**config.mk**
```make
export PLATFORM = sky130hd
export DESIGN_NAME = controle_ula
export DESIGN_NICKNAME = d
export VERILOG_FILES = /design/src/rtl/ula_pkg.sv /design/src/rtl/ula_flags_gen.sv /design/src/rtl/controle_ula.sv
export SDC_FILE = /design/constraint.sdc
export NUM_CORES = 1
export LEC_CHECK = 0
export CORE_MARGIN = 2
export CORE_UTILIZATION = 46
export DETAILED_ROUTE_END_ITERATION = 7
export MAX_ROUTING_LAYER = met4
export PLACE_DENSITY = 0.84
export SYNTH_ARGS = -nofsm -noshare
export SYNTH_HDL_FRONTEND = slang
export SYNTH_SLANG_ARGS = --single-unit
```
**constraint.sdc**
```tcl
create_clock -name Clk -period 3.6 [get_ports Clk]
set_clock_uncertainty 0.1 [all_clocks]
set_input_delay 0.54 -clock Clk [delete_from_list [all_inputs] [get_ports Clk]]
set_output_delay 0.54 -clock Clk [all_outputs]
set_load 0.1 [all_outputs]
```
**src/rtl/ula_pkg.sv**
```systemverilog
// Shared definitions for the ALU sequencer: opcodes, FSM encoding and flag layout.
package ula_pkg;

  localparam logic [2:0] OP_SOMA = 3'b000;
  localparam logic [2:0] OP_SUB  = 3'b001;
  localparam logic [2:0] OP_MULT = 3'b010;
  localparam logic [2:0] OP_DIV  = 3'b011;
  localparam logic [2:0] OP_AND  = 3'b100;
  localparam logic [2:0] OP_OR   = 3'b101;
  localparam logic [2:0] OP_XOR  = 3'b110;
  localparam logic [2:0] OP_NOT  = 3'b111;

  typedef enum logic [2:0] {
    ST_IDLE   = 3'd0,
    ST_LOAD   = 3'd1,
    ST_SETTLE = 3'd2,
    ST_WAIT   = 3'd3,
    ST_DONE   = 3'd4
  } ula_state_t;

  localparam int FLG_Z    = 0;
  localparam int FLG_C    = 1;
  localparam int FLG_V    = 2;
  localparam int FLG_N    = 3;
  localparam int FLG_SAT  = 4;
  localparam int FLG_DIV0 = 5;
  localparam int FLG_ERR  = 6;

  localparam int FLAG_W = 7;

  // Flag word of a timeout capture: only ERR survives.
  localparam logic [FLAG_W-1:0] FLAGS_TIMEOUT = 7'b1000000;

endpackage

```
**src/rtl/ula_flags_gen.sv**
```systemverilog
// Combinational flag derivation from the ALU outputs; ERR is added by the sequencer.
module ula_flags_gen
  import ula_pkg::*;
(
  input  logic [2:0] sel,
  input  logic [7:0] b,
  input  logic       soma_cout,
  input  logic       soma_c7,
  input  logic       sub_bout,
  input  logic       sub_b7,
  input  logic       multi_sat,
  input  logic [7:0] ula_s,
  input  logic [7:0] ula_ss,
  output logic [5:0] flags
);

  always_comb begin
    flags           = '0;
    flags[FLG_Z]    = (ula_ss == 8'd0);
    flags[FLG_N]    = ula_s[7];
    flags[FLG_DIV0] = (sel == OP_DIV) && (b == 8'd0);
    case (sel)
      OP_SOMA: begin
        flags[FLG_C]   = soma_cout;
        flags[FLG_V]   = soma_cout ^ soma_c7;
        flags[FLG_SAT] = (ula_ss != ula_s);
      end
      OP_SUB: begin
        flags[FLG_C]   = sub_bout;
        flags[FLG_V]   = sub_bout ^ sub_b7;
        flags[FLG_SAT] = (ula_ss != ula_s);
      end
      OP_MULT: flags[FLG_SAT] = multi_sat;
      default: ;
    endcase
  end

endmodule

```
**src/rtl/controle_ula.sv**
```systemverilog
// Command sequencer for the 8-bit ALU: latches operands, pulses start, waits for
// ula_pronto (or times out) and holds the captured result until consumed.
//
//  state  | meaning
//  IDLE   | ready for a command; operands latched on acceptance
//  LOAD   | ula_start high for this single cycle
//  SETTLE | ula_pronto ignored (may be stale), timeout counter cleared
//  WAIT   | capture on ula_pronto, or forced ERR capture at TIMEOUT
//  DONE   | res_valid high until res_ready
module controle_ula
  import ula_pkg::*;
#(
  parameter int unsigned TIMEOUT = 31
) (
  input  logic              Clk,
  input  logic              Reset,
  input  logic              cmd_valid,
  output logic              cmd_ready,
  input  logic [7:0]        cmd_a,
  input  logic [7:0]        cmd_b,
  input  logic [2:0]        cmd_sel,
  output logic [7:0]        ula_a,
  output logic [7:0]        ula_b,
  output logic [2:0]        ula_sel,
  output logic              ula_start,
  input  logic [7:0]        ula_s,
  input  logic [7:0]        ula_ss,
  input  logic [7:0]        ula_resto,
  input  logic              soma_cout,
  input  logic              soma_c7,
  input  logic              sub_bout,
  input  logic              sub_b7,
  input  logic              multi_sat,
  input  logic              ula_pronto,
  output logic              res_valid,
  input  logic              res_ready,
  output logic [7:0]        res_val,
  output logic [7:0]        res_resto,
  output logic [FLAG_W-1:0] res_flags
);

  localparam logic [7:0] TIMEOUT_CNT = 8'(TIMEOUT);

  ula_state_t state;
  logic [7:0] wait_cnt;
  logic [5:0] flags;

  ula_flags_gen u_flags (
    .sel       (ula_sel),
    .b         (ula_b),
    .soma_cout (soma_cout),
    .soma_c7   (soma_c7),
    .sub_bout  (sub_bout),
    .sub_b7    (sub_b7),
    .multi_sat (multi_sat),
    .ula_s     (ula_s),
    .ula_ss    (ula_ss),
    .flags     (flags)
  );

  always_ff @(posedge Clk) begin
    if (Reset) begin
      state     <= ST_IDLE;
      wait_cnt  <= '0;
      cmd_ready <= 1'b1;
      ula_a     <= '0;
      ula_b     <= '0;
      ula_sel   <= '0;
      ula_start <= 1'b0;
      res_valid <= 1'b0;
      res_val   <= '0;
      res_resto <= '0;
      res_flags <= '0;
    end else begin
      ula_start <= 1'b0;
      case (state)
        ST_IDLE: begin
          if (cmd_valid) begin
            ula_a     <= cmd_a;
            ula_b     <= cmd_b;
            ula_sel   <= cmd_sel;
            ula_start <= 1'b1;
            cmd_ready <= 1'b0;
            state     <= ST_LOAD;
          end
        end
        ST_LOAD: state <= ST_SETTLE;
        ST_SETTLE: begin
          wait_cnt <= '0;
          state    <= ST_WAIT;
        end
        ST_WAIT: begin
          if (ula_pronto) begin
            res_val   <= ula_ss;
            res_resto <= ula_resto;
            res_flags <= {1'b0, flags};
            res_valid <= 1'b1;
            state     <= ST_DONE;
          end else if (wait_cnt == TIMEOUT_CNT) begin
            res_val   <= ula_ss;
            res_resto <= ula_resto;
            res_flags <= FLAGS_TIMEOUT;
            res_valid <= 1'b1;
            state     <= ST_DONE;
          end else begin
            wait_cnt <= wait_cnt + 8'd1;
          end
        end
        ST_DONE: begin
          if (res_ready) begin
            res_valid <= 1'b0;
            cmd_ready <= 1'b1;
            state     <= ST_IDLE;
          end
        end
        default: state <= ST_IDLE;
      endcase
    end
  end

endmodule

```
==> results.sh <==
export IMPL_grt_busiest_layer="met2"
export IMPL_multiInputGateArea_sq_mm=0.00118
export IMPL_final_cells=444
export IMPL_rsz0062_at_grt="false"
export IMPL_grt_usage_pct=22.8
export IMPL_crit_buf_inv=1
export IMPL_leakage_uw=0.00121
export IMPL_antenna_found_initial=0
export IMPL_maxSlewViolCount=0
export IMPL_clk_path_buf_depth=2
export IMPL_h_tree_depth=2
export IMPL_clkPwrFrac_pct=34.5
export IMPL_postCtsSetupBuffers=0
export IMPL_cts_resized=0
export IMPL_fin_crit_sh_pct=72.3
export IMPL_ys_ff_latch=56
export IMPL_cts_tree="built"
export IMPL_holdCritPathClass="reg -> reg"
export IMPL_grt_pass1_vias=2330
export IMPL_yosysSeqAreaShare_pct=46.0
export IMPL_p_sw_share_pct=30.6
export IMPL_p_seq_share_pct=41.4
export IMPL_intPower_uw=1120
export IMPL_crit_type="reg -> out"
export IMPL_num_rows=26
export IMPL_die_y_um=76.8
export IMPL_start_util_pct=47.7
export IMPL_wire_per_inst_um=14.7
export IMPL_io_pins=98
export IMPL_netlist_area_sq_mm=0.00243
export IMPL_viasPerCell=5.39
export IMPL_syn_inst=286
export IMPL_die_area_sq_mm=0.00589
export IMPL_dr_pass1_iters=4
export IMPL_area_delta_synth_final_pct=45.4
export IMPL_grt_overflow=0
export IMPL_seq_area_sq_mm=0.00112
export IMPL_synth_warnings=0
export IMPL_grtUsageMet3_pct=8.59
export IMPL_use_met1_pct=26.4
export IMPL_finalSetupViolCount=0
export IMPL_synth_cell_types=41
export IMPL_vias=2392
export IMPL_antennaDiodeCount=0
export IMPL_crit_chain="clkdlybuf4s50_1"
export IMPL_slowest_delay_ps=1190
export IMPL_drt_iter0_drc=205
export IMPL_worst_setup_path_start_kind="register"
export IMPL_max_freq_mhz=384
export IMPL_ys_async_sr_fraction_pct=0
export IMPL_pwr_share_comb_pct=24.1
export IMPL_synth_edf_count=0
export IMPL_root_buffer="clkbuf_8"
export IMPL_path_delay_family="buffers and inverters"
export IMPL_wl_mm=6.54
export IMPL_clkSinkCount=56
export IMPL_final_antenna_net_count=0
export IMPL_critPathRequiredTime_ps=2960
export IMPL_tns_ps=0
export IMPL_hold_violations=0
export IMPL_grt_max_degree=51
export IMPL_grt_pass1_wl_mm=10.7
export IMPL_dp_hpwl_mm=4.57
export IMPL_post_route_min_period_ps=2600
export IMPL_arrival_ps=1960
export IMPL_die_w_um=76.8
export IMPL_drcViolationCount=0
export IMPL_switchingPower_uw=495
export IMPL_nNetsFinal=427
export IMPL_syn_avg_cell_area_sq_um=8.51
export IMPL_numCtsBuffers=5
export IMPL_yosys_area_top_type_share_pct=46.0
export IMPL_synthTopCellsByArea="dfxtp_1, a21oi_1, nand2_1"
export IMPL_gr_usage_met2_pct=37.3
export IMPL_drive_above_1_share_pct=5.35
export IMPL_synth_largest_area_cell="dfxtp_1"
export IMPL_cp_end_kind="primary output"
export IMPL_clk_pin_slew_ps=100
export IMPL_io_buffer_count=97
export IMPL_status="completed"
export IMPL_coreArea_sq_mm=0.00511
export IMPL_insertion_delay_ps=310
export IMPL_tightest_slew_ps=1010
export IMPL_place_congestion=0.807
export IMPL_synth_flop_cell="dfxtp_1"
export IMPL_fillers=423
export IMPL_critPathSlowestCell="clkdlybuf4s50_1"
export IMPL_hold_buffers=0
export IMPL_whs_ps=359
export IMPL_worstPathMaxFanout=7
export IMPL_synthesis_nets=340
export IMPL_maxCapViolCount=0
export IMPL_peakVddDrop_v=0.000328
export IMPL_dp_cells=436
export IMPL_slew_headroom_pct=32.3
export IMPL_cellPowerDensity_mw_per_mm2=456
final timing paths:
| path | cells past startpoint | slack, ps | to | startpoint |
|---|---|---|---|---|
| worst max-delay path | 1 | 1000 | ula_sel[0] | ula_sel[0] |
| worst min-delay path | 2 | 360 | ula_a[6] | ula_a[6] |
| worst max register to register | 5 | 1320 | res_flags[1] | wait_cnt[0] |
| worst min register to register | 2 | 360 | ula_a[6] | ula_a[6] |
per-layer routing:
metal | wire, um | up-vias
met1 | 2680 | 1100
met4 | 40 | 0
met5 | 0 | -
met2 | 3230 | 105
met3 | 586 | 4
li1 | - | 1183
flip-flops by register name (all words and copies together) (netlist names):
register,cells
cmd_ready,1
res_flags,7
res_resto,8
res_val,8
res_valid,1
state,3
ula_a,8
ula_b,8
ula_sel,3
ula_start,1
wait_cnt,8
synthesized netlist by cell type, types with 3 or more instances:
master / instances
nor3_1: 3
a21oi_1: 48
a22o_1: 3
nand3b_1: 4
nor4_1: 5
nand3_1: 20
buf_2: 4
o21ai_0: 23
nand2_1: 48
or3_1: 6
nor2_1: 8
dfxtp_1: 56
clkbuf_1: 7
buf_6: 5
xnor2_1: 9
inv_1: 3
power groups by stage:
stage          sequential, uW  clock (uW)  combinational, uW
5_1_grt                   673         588                410
2_1_floorplan             839           0                113
6_report                  669         558                389
3_3_place_gp              681           0                386
3_5_place_dp              682           0                387
4_1_cts                   668         561                390
per-stage QoR:
stage                     power, uW  cell area (sq um)  util (%)  setup slack (ps)
after floorplan                 952               2430         -              1790
after global placement         1070               3380      66.2              1210
after detailed placement       1070               3380      66.2              1100
after CTS                      1620               3540      69.3               989
after global routing           1670               3540      69.3               948
final                          1620               3540      69.3               996
cell usage in the layout (no fill, tap or decap), types with 5 or more instances in the layout:
master	netlist	routed
nor2_1	8	8
o21ai_0	23	23
clkdlybuf4s50_1	0	96
or3_1	6	6
a21oi_1	48	48
dfxtp_1	56	56
nand2_1	48	48
nand3_1	20	20
nor4_1	5	5
xnor2_1	9	9
clkbuf_8	0	5
logic make-up after synthesis:
| logic type | after synthesis | share of synthesized area [%] |
|---|---|---|
| simple gates | 109 | 23.9 |
| compound gates | 87 | 20.0 |
| flops | 56 | 46.0 |
| buf+inv | 22 | 5.50 |
| xor+xnor | 10 | 3.60 |
| mux | 1 | 0.462 |
| fa+ha+maj | 1 | 0.514 |
final cells by class:
type / instances / share of cell area (%)
multi-input cells: 208 / 33.3
flip-flops and latches: 56 / 31.7
repair buffers: 99 / 27.7
clock inverters: 3 / 2.55
well taps: 70 / 2.47
clock buffers: 5 / 1.94
inverters: 3 / 0.318
No activity file was read; power rests on OpenSTA's default activity.
